[src/rtl/mips_pkg.sv]
// mips_pkg: definitions shared across the MIPS core.
//   - Opcode constants for the primary opcode field instr[31:26].
//   - Extend-mode encodings, shared with the sign-extend unit in ID.
//   - The bubble instruction word, sll $0,$0,0, which is all zeros.
package mips_pkg;

    localparam logic [5:0] OP_RTYPE = 6'h00;
    localparam logic [5:0] OP_J     = 6'h02;
    localparam logic [5:0] OP_JAL   = 6'h03;
    localparam logic [5:0] OP_BEQ   = 6'h04;
    localparam logic [5:0] OP_BNE   = 6'h05;
    localparam logic [5:0] OP_ADDI  = 6'h08;
    localparam logic [5:0] OP_ADDIU = 6'h09;
    localparam logic [5:0] OP_SLTI  = 6'h0A;
    localparam logic [5:0] OP_SLTIU = 6'h0B;
    localparam logic [5:0] OP_ANDI  = 6'h0C;
    localparam logic [5:0] OP_ORI   = 6'h0D;
    localparam logic [5:0] OP_XORI  = 6'h0E;
    localparam logic [5:0] OP_LUI   = 6'h0F;
    localparam logic [5:0] OP_LB    = 6'h20;
    localparam logic [5:0] OP_LH    = 6'h21;
    localparam logic [5:0] OP_LW    = 6'h23;
    localparam logic [5:0] OP_LBU   = 6'h24;
    localparam logic [5:0] OP_LHU   = 6'h25;
    localparam logic [5:0] OP_SB    = 6'h28;
    localparam logic [5:0] OP_SH    = 6'h29;
    localparam logic [5:0] OP_SW    = 6'h2B;

    localparam logic [1:0] EXT_ZERO = 2'd0;
    localparam logic [1:0] EXT_SIGN = 2'd1;

    localparam logic [31:0] NOP_INSTR = 32'h0000_0000;

endpackage

[src/rtl/ext_mode_decode.sv]
// ext_mode_decode: combinational decoder from a 6-bit primary opcode to the
// 2-bit immediate extend mode.
//   opcode   : in,  6 - instr[31:26]
//   ext_mode : out, 2 - EXT_SIGN for arithmetic, compare, branch and memory
//                       immediates; EXT_ZERO for logical immediates, lui,
//                       R-type, J-type and undefined opcodes
module ext_mode_decode
    import mips_pkg::*;
(
    input  logic [5:0] opcode,
    output logic [1:0] ext_mode
);

    always_comb begin
        ext_mode = EXT_ZERO;
        case (opcode)
            OP_BEQ, OP_BNE,
            OP_ADDI, OP_ADDIU, OP_SLTI, OP_SLTIU,
            OP_LB, OP_LH, OP_LW, OP_LBU, OP_LHU,
            OP_SB, OP_SH, OP_SW:  ext_mode = EXT_SIGN;
            default:              ext_mode = EXT_ZERO;
        endcase
    end

endmodule

[src/rtl/if_id_stage.sv]
// if_id_stage: IF/ID pipeline register of the MIPS core.
// Captures the instruction and PC+4 from IF, holds them under stall, loads a
// bubble on flush or when IF has nothing valid, decodes the instruction
// fields, and registers the immediate extend mode alongside the instruction.
// A saturating counter records how many cycles the stage was stalled.
//   i_clk, i_rst          : clock, synchronous active-high reset
//   i_instr, i_pc_plus4   : instruction word and PC+4 from IF
//   i_valid               : IF presents a real instruction
//   i_stall, i_flush      : hold request / squash request
//   o_ready               : !i_stall, IF advances only when high
//   o_valid, o_instr, o_pc_plus4 : held instruction state
//   o_opcode .. o_funct, o_imm   : field slices of o_instr
//   o_ext_mode            : extend mode for o_imm
//   o_stall_cnt           : saturating count of stalled cycles
module if_id_stage
    import mips_pkg::*;
#(
    parameter int STALL_CNT_W = 16
) (
    input  logic                   i_clk,
    input  logic                   i_rst,
    input  logic [31:0]            i_instr,
    input  logic [31:0]            i_pc_plus4,
    input  logic                   i_valid,
    input  logic                   i_stall,
    input  logic                   i_flush,
    output logic                   o_ready,
    output logic                   o_valid,
    output logic [31:0]            o_instr,
    output logic [31:0]            o_pc_plus4,
    output logic [5:0]             o_opcode,
    output logic [4:0]             o_rs,
    output logic [4:0]             o_rt,
    output logic [4:0]             o_rd,
    output logic [4:0]             o_shamt,
    output logic [5:0]             o_funct,
    output logic [15:0]            o_imm,
    output logic [1:0]             o_ext_mode,
    output logic [STALL_CNT_W-1:0] o_stall_cnt
);

    logic [1:0]             ext_mode_p0;
    logic                   vld_p1;
    logic [31:0]            instr_p1;
    logic [31:0]            pc_plus4_p1;
    logic [1:0]             ext_mode_p1;
    logic [STALL_CNT_W-1:0] stall_cnt;

    function automatic logic [STALL_CNT_W-1:0] sat_inc(input logic [STALL_CNT_W-1:0] v);
        return (&v) ? v : v + 1'b1;
    endfunction

    // Decoding from the incoming opcode keeps the mode aligned with o_imm.
    ext_mode_decode u_ext_mode_decode (
        .opcode   (i_instr[31:26]),
        .ext_mode (ext_mode_p0)
    );

    // ---- IF -> ID boundary ----
    always_ff @(posedge i_clk) begin
        if (i_rst || i_flush || (!i_stall && !i_valid)) begin
            vld_p1      <= 1'b0;
            instr_p1    <= NOP_INSTR;
            pc_plus4_p1 <= 32'h0;
            ext_mode_p1 <= EXT_ZERO;
        end else if (!i_stall) begin
            vld_p1      <= 1'b1;
            instr_p1    <= i_instr;
            pc_plus4_p1 <= i_pc_plus4;
            ext_mode_p1 <= ext_mode_p0;
        end
    end

    // Counts stalled cycles even when a flush lands on the same edge.
    always_ff @(posedge i_clk) begin
        if (i_rst) begin
            stall_cnt <= '0;
        end else if (i_stall) begin
            stall_cnt <= sat_inc(stall_cnt);
        end
    end

    assign o_ready     = !i_stall;
    assign o_valid     = vld_p1;
    assign o_instr     = instr_p1;
    assign o_pc_plus4  = pc_plus4_p1;
    assign o_ext_mode  = ext_mode_p1;
    assign o_stall_cnt = stall_cnt;

    assign o_opcode = instr_p1[31:26];
    assign o_rs     = instr_p1[25:21];
    assign o_rt     = instr_p1[20:16];
    assign o_rd     = instr_p1[15:11];
    assign o_shamt  = instr_p1[10:6];
    assign o_funct  = instr_p1[5:0];
    assign o_imm    = instr_p1[15:0];

endmodule

[config.mk]
export PLATFORM = sky130hd
export DESIGN_NAME = if_id_stage
export DESIGN_NICKNAME = d
export VERILOG_FILES = /design/src/rtl/mips_pkg.sv /design/src/rtl/ext_mode_decode.sv /design/src/rtl/if_id_stage.sv
export SDC_FILE = /design/constraint.sdc
export NUM_CORES = 1
export LEC_CHECK = 0
export BUFFER_PORTS_ARGS = -buffer_cell sky130_fd_sc_hd__buf_4
export CAP_MARGIN = 20
export CORE_MARGIN = 3
export CORE_UTILIZATION = 44
export DETAILED_ROUTE_END_ITERATION = 8
export PLACE_DENSITY = 0.8
export SYNTH_ARGS = -nofsm -noshare
export SYNTH_HDL_FRONTEND = slang
export SYNTH_HIERARCHICAL = 1
export SYNTH_SLANG_ARGS = --single-unit
[constraint.sdc]
create_clock -name i_clk -period 2.3 [get_ports i_clk]
set_input_delay 0.345 -clock i_clk [delete_from_list [all_inputs] [get_ports i_clk]]
set_output_delay 0.345 -clock i_clk [all_outputs]
set_load 0.005 [all_outputs]
==> results of run 1 <==
[state kept, by name, summed over array words and instances (netlist names)]
| register | cells |
|---|---|
| o_ext_mode | 2 |
| o_instr | 32 |
| o_pc_plus4 | 32 |
| o_stall_cnt | 16 |
| o_valid | 1 |
[critical path: stages (launching register included)]
cell     delay [ns]
dfxtp_1        0.43
ha_1           0.22
nand3_1        0.22
nor4_2         0.67
o21ai_0        0.20
a21oi_1        0.15
[metrics by stage]
step / setup slack [ns] / hold slack [ns] / std cells / area [sq um]
5_1_grt: 0.174 / 0.238 / 625 / 5020
3_3_place_gp: 0.491 / 0.445 / 609 / 4810
4_1_cts: 0.356 / 0.228 / 625 / 5020
6_report: 0.344 / 0.246 / 625 / 5020
2_1_floorplan: 0.434 / 0.447 / 368 / 3550
3_5_place_dp: 0.381 / 0.444 / 609 / 4810
[how the worst min path moves through the flow]
stage	from	endpoint	slack, ns	depth (start not counted)
after floorplan	o_valid	o_valid	0.45	2
after global placement	o_valid	o_valid	0.45	2
after detailed placement	o_valid	o_valid	0.44	2
after CTS	i_pc_plus4[21]	o_pc_plus4[21]	0.23	3
after global routing	i_pc_plus4[20]	o_pc_plus4[20]	0.24	3
final	i_instr[5]	o_instr[5]	0.25	3
[final cells by class]
cell class	count	share of cell area (%)
Tap cell	102	2.54
Sequential cell	83	33.1
Timing Repair Buffer	205	30.9
Inverter	4	0.299
Clock buffer	11	2.62
Multi-Input combinational cell	215	28.9
Clock inverter	5	1.55
[layer usage]
metal | up-vias | share of wire (%) | global-route usage (%)
li1 | 1503 | - | -
met1 | 1443 | 38 | 21.0
met2 | 116 | 53 | 32.4
met3 | 8 | 7.2 | 4.22
met4 | 0 | 1.2 | 5.09
met5 | - | 0 | 0
[cell usage after synthesis, types with 2 or more instances]
| cell | number | area share, % |
|---|---|---|
| dfxtp_1 | 83 | 47 |
| nor2_1 | 72 | 7.6 |
| mux2i_1 | 67 | 19 |
| buf_4 | 49 | 10 |
| a21oi_1 | 12 | 1.7 |
| o21ai_0 | 9 | 1.3 |
| clkbuf_1 | 7 | 0.74 |
| or3_1 | 7 | 1.2 |
| nand2_1 | 6 | 0.63 |
| buf_1 | 5 | 0.53 |
| buf_2 | 5 | 0.70 |
| nand3_1 | 5 | 0.70 |
| inv_1 | 4 | 0.42 |
| nand4_1 | 4 | 0.70 |
| nor3_1 | 4 | 0.56 |
| or4_1 | 4 | 0.84 |
| and3_1 | 3 | 0.53 |
| o31ai_1 | 3 | 0.63 |
| nor4_1 | 2 | 0.35 |
[cell usage in the layout (no fill, tap or decap), types with 3 or more instances in the layout]
master / netlist / final
clkbuf_8: 0 / 9
nor3_1: 4 / 4
or3_1: 7 / 7
a21oi_1: 12 / 12
inv_1: 4 / 4
or4_1: 4 / 4
and3_1: 3 / 3
nand3_1: 5 / 5
dfxtp_1: 83 / 83
o21ai_0: 9 / 9
o31ai_1: 3 / 3
mux2i_1: 67 / 67
nand2_1: 6 / 6
nand4_1: 4 / 4
buf_4: 49 / 204
nor2_1: 72 / 72
[kinds of logic after synthesis]
family	share of synthesized area (%)
AND/OR/NAND/NOR	15.9
flip-flops	46.7
buffers and inverters	12.7
multiplexers	19.2
AO/OA/AOI/OAI	4.68
adder cells (fa/ha/maj)	0.352
other	0.105
XOR/XNOR	0.246
[power by group through the flow]
stage / Combinational, mW / Sequential, mW / Clock [mW]
CTS: 0.358 / 1.50 / 1.14
global placement: 0.349 / 1.53 / 0
floorplan: 0.173 / 1.53 / 0
detailed placement: 0.357 / 1.53 / 0
finish: 0.352 / 1.50 / 1.10
global route: 0.387 / 1.51 / 1.19
==> impl_metrics.csv, run 1 <==
group,metric,value,unit
timing,setup_tns,0,ns
route,vias,3070,
power,combinationalPowerShare,11.9,%
synthesis,post_synth_instance_area,0.00355,sq mm
power,p_clk_share,37.2,%
synthesis,number_of_enable_type_register_cells_in_the_synthesized_netlist,0,
power,power_per_cell_area,588,mW/mm^2
route,postRouteWirelength,9000,um
flow_run,timing.max_cap.violations,0,
cells_and_area,register_cell_area_after_layout,0.00166,sq mm
power,ir_worst_vdd,0.375,mV
clock_network,ctsHoldBuffers,0,
place,place.gp.congestion,0.827,
setup_path,rr_worst_depth,5,
synthesis,synth_cell_types,36,
power,p_int,2.29,mW
clock_network,clk_pin_slew_worst_paths,0.08,ns
power,pwr_total,2.95,mW
setup_path,critPathMaxFanout,10,
cells_and_area,drive_gt1_share,43.6,%
power,share_seq_of_total_power,50.9,%
synthesis,postSynthRegisterBits,83,
cells_and_area,antenna_cells,0,
die,die_area,0.00919,sq mm
setup_path,cp-startpoint,"o_stall_cnt[0]",
grt,grt_remaining_overflow,0,
cells_and_area,layout.core_utilization,64.6,%
clock_network,cts_buffer_depth,2,
grt,antenna_violations_before_repair,0,
setup_path,cp-start-kind,"flip-flop",
timing,worst_clock_skew,0.00350,ns
die,floorplan.die.width,95.9,um
synthesis,synth_ff_type,"dfxtp_1",
die,num_rows,32,
cells_and_area,layout.filler_cells,647,
route,drt_first_iter_violations,61,
setup_path,capturing_point_of_the_worst_reg2reg_path,"o_stall_cnt[11]",
min_path,worst_hold_path_type,"in -> reg",
synthesis,postSynth.asyncResetShare,0,%
grt,grt_overall_usage,17.9,%
power,p_leak,2.46,nW
synthesis,synth_fp_nets,438,
power,switching_share,22.2,%
setup_path,critPathCapture,"o_stall_cnt[11]",
cells_and_area,layout-area-overhead-vs-synth,41.1,%
setup_path,cp.required,2.55,ns
route,post_drt_wl_per_cell,14.4,um
cells_and_area,multi_input_comb_area,0.00145,sq mm
run_status,status,"finished clean",
clock_network,numClockSinks,83,
synthesis,postSynthCellCount,368,
grt,number_of_global_route_vias_before_repair,2774,
die,fp.dieH,95.9,um
clock_network,cts_tree,"done",
route,drt-vias-per-instance,4.91,
clock_network,clkLatencyLatePin,0.32,ns
die,floorplan.initialDensity,45.8,%
timing,layout_worst_path_cycle_share,85.1,%
timing,unrepaired_setup_endpoints_after_global_routing,"false",
synthesis,ys.warnings.count,6,
setup_path,cp.arrival,2.21,ns
clock_network,htreeDepth,3,
setup_path,worst-r2r-setup-slack,0.34,ns
clock_network,postCtsResizedCells,0,
route,route.detailed.drc,0,
synthesis,synth.avg_cell_area,9.66,sq um
place,port_buffer_count,200,
grt,grt_start_max_net_pins,68,
die,core,0.00777,sq mm
timing,final_critical_path_required_period,1.96,ns
die,design.portCount,201,
setup_path,worst_setup_path_end_kind,"flip-flop",
timing,timing.final.hold_violations,0,
setup_path,reg2reg_from,"o_stall_cnt[0]",
grt,grt_pass1_wl,13100,um
timing,worst_slew_pin_slew,0.640,ns
timing,setup_viol,0,
clock_network,clk_root_buffer_cell,"clkbuf_8",
timing,slew_violations,0,
setup_path,timing.setup.critical_path_class,"reg -> reg",
route,drt_pass1_iterations,4,
power,power.switching,655,uW
timing,max_clock_freq,511,MHz
route,route.antenna.remaining_nets,0,
cells_and_area,design.final.nets,588,
timing,slew_headroom,57.0,%
place,dpl.hpwl,6910,um
clock_network,cts_inserted_buffers,9,
clock_network,cts.repair_timing.setup_buffer_count,0,
synthesis,synth-seq-area-share,46.7,%
Power figures use the tool's default switching activity.
==> inputs of run 2 (changes only) <==
--- a/config.mk
+++ b/config.mk
@@ -7,7 +7,7 @@
 export LEC_CHECK = 0
 export BUFFER_PORTS_ARGS = -buffer_cell sky130_fd_sc_hd__buf_4
 export CAP_MARGIN = 20
-export CORE_MARGIN = 3
+export CORE_MARGIN = 2
 export CORE_UTILIZATION = 44
 export DETAILED_ROUTE_END_ITERATION = 8
 export PLACE_DENSITY = 0.8
==> impl_metrics.csv, run 2 (synthesis results as in run 1) <==
group,metric,value,unit
timing,setup_tns,0,ns
timing,worst_slew_pin_slew,0.724,ns
setup_path,worst_setup_path_end_kind,"flip-flop",
flow_run,timing.max_cap.violations,0,
setup_path,capturing_point_of_the_worst_reg2reg_path,"o_stall_cnt[11]",
clock_network,postCtsResizedCells,0,
place,dp_slack,0.320,ns
cells_and_area,register_cell_area_after_layout,0.00166,sq mm
place,place.gp.congestion,0.841,
route,drt_pass1_iterations,4,
place,dpl.hpwl,6600,um
timing,slew_headroom,51.3,%
cells_and_area,layout.filler_cells,659,
timing,unrepaired_setup_endpoints_after_global_routing,"false",
setup_path,cp.required,2.57,ns
clock_network,clk_root_buffer_cell,"clkbuf_8",
min_path,worst_hold_path_type,"in -> reg",
timing,postLayoutSetupSlackWorst,0.283,ns
timing,max_clock_freq,496,MHz
clock_network,ctsHoldBuffers,0,
route,route.detailed.drc,0,
grt,grt_remaining_overflow,0,
die,die_area,0.00881,sq mm
timing,slew_violations,0,
die,design.portCount,201,
setup_path,cp.arrival,2.29,ns
route,post_drt_wl_per_cell,13.9,um
clock_network,htreeDepth,3,
power,power_per_cell_area,586,mW/mm^2
die,num_rows,32,
clock_network,clk_pin_slew_worst_paths,0.08,ns
clock_network,cts.repair_timing.setup_buffer_count,0,
route,drt_first_iter_violations,70,
grt,number_of_global_route_vias_before_repair,2814,
die,floorplan.initialDensity,45.8,%
timing,final_critical_path_required_period,2.02,ns
power,ir_worst_vdd,0.351,mV
setup_path,rr_worst_depth,5,
route,drt-vias-per-instance,4.87,
die,fp.dieH,93.9,um
cells_and_area,mostFrequentLayoutCells,"buf_4, dfxtp_1, nor2_1",
route,postRouteWirelength,8700,um
clock_network,cts_buffer_depth,2,
grt,grt_start_max_net_pins,50,
cells_and_area,antenna_cells,0,
grt,grt_pass1_wl,13300,um
setup_path,critPathMaxFanout,10,
setup_path,worst-r2r-setup-slack,0.28,ns
setup_path,cp-start-kind,"flip-flop",
power,p_leak,2.48,nW
grt,grt_overall_usage,19.0,%
cells_and_area,layout_commonest_cell,"buf_4",
clock_network,numClockSinks,83,
min_path,min_delay_worst_endpoint,"o_instr[16]",
die,core,0.00777,sq mm
place,port_buffer_count,200,
min_path,hold_start,"i_instr[16]",
timing,worst_clock_skew,0.00706,ns
clock_network,cts_inserted_buffers,9,
min_path,hold_critical_path_depth,3,
setup_path,timing.setup.critical_path_class,"reg -> reg",
timing,timing.final.hold_violations,0,
timing,setup_viol,0,
run_status,status,"finished clean",
route,vias,3053,
cells_and_area,multi_input_comb_area,0.00145,sq mm
clock_network,clkLatencyLatePin,0.34,ns
cells_and_area,drive_gt1_share,44.0,%
clock_network,cts_tree,"done",
die,floorplan.die.width,93.9,um
timing,layout_worst_path_cycle_share,87.7,%
cells_and_area,design.final.nets,590,
route,route.antenna.remaining_nets,0,
grt,antenna_violations_before_repair,0,
setup_path,reg2reg_from,"o_stall_cnt[0]",
cells_and_area,layout-area-overhead-vs-synth,41.5,%
run 2: worst max-delay path by stage:
| stage | slack [ns] | end | cells after the start | from |
|---|---|---|---|---|
| 2_1_floorplan | 0.43 | o_stall_cnt[9] | 5 | o_stall_cnt[0] |
| 3_3_place_gp | 0.42 | o_stall_cnt[13] | 5 | o_stall_cnt[0] |
| 3_5_place_dp | 0.32 | o_stall_cnt[11] | 5 | o_stall_cnt[0] |
| 4_1_cts | 0.30 | o_stall_cnt[11] | 5 | o_stall_cnt[0] |
| 5_1_grt | 0.11 | o_stall_cnt[13] | 5 | o_stall_cnt[0] |
| 6_report | 0.28 | o_stall_cnt[11] | 5 | o_stall_cnt[0] |
run 2: area by class of cell:
cell class	count	share of cell area, %
Clock buffer	10	2.54
Clock inverter	6	1.59
Inverter	4	0.299
Multi-Input combinational cell	215	28.9
Sequential cell	83	33.0
Tap cell	102	2.54
Timing Repair Buffer	207	31.1
run 2: stage by stage:
step / area, sq um / util, % / power (mW) / hold slack [ns] / std cells
global placement: 4820 / 62.1 / 1.88 / 0.438 / 611
floorplan: 3550 / - / 1.71 / 0.447 / 368
detailed placement: 4820 / 62.1 / 1.89 / 0.446 / 611
global route: 5030 / 64.8 / 3.09 / 0.223 / 627
finish: 5030 / 64.8 / 2.95 / 0.233 / 627
CTS: 5030 / 64.8 / 2.99 / 0.215 / 627
run 2: power by group:
group          internal (mW)  switching, mW
Clock                  0.605          0.489
Sequential              1.47         0.0284
Combinational          0.213          0.141
Total                   2.29          0.658
run 2: worst max-delay path, stage by stage, from the launching register on:
cell,delay [ns]
dfxtp_1,0.41
ha_1,0.22
nand3_1,0.24
nor4_2,0.74
o21ai_0,0.20
a21oi_1,0.14
run 2: routing by layer:
layer	share of wire, %	routed length [um]	global-route usage (%)
met1	39	3350	22.2
met2	51	4400	32.1
met3	8.4	727	4.57
met4	2.6	222	10.0
met5	0	0	0
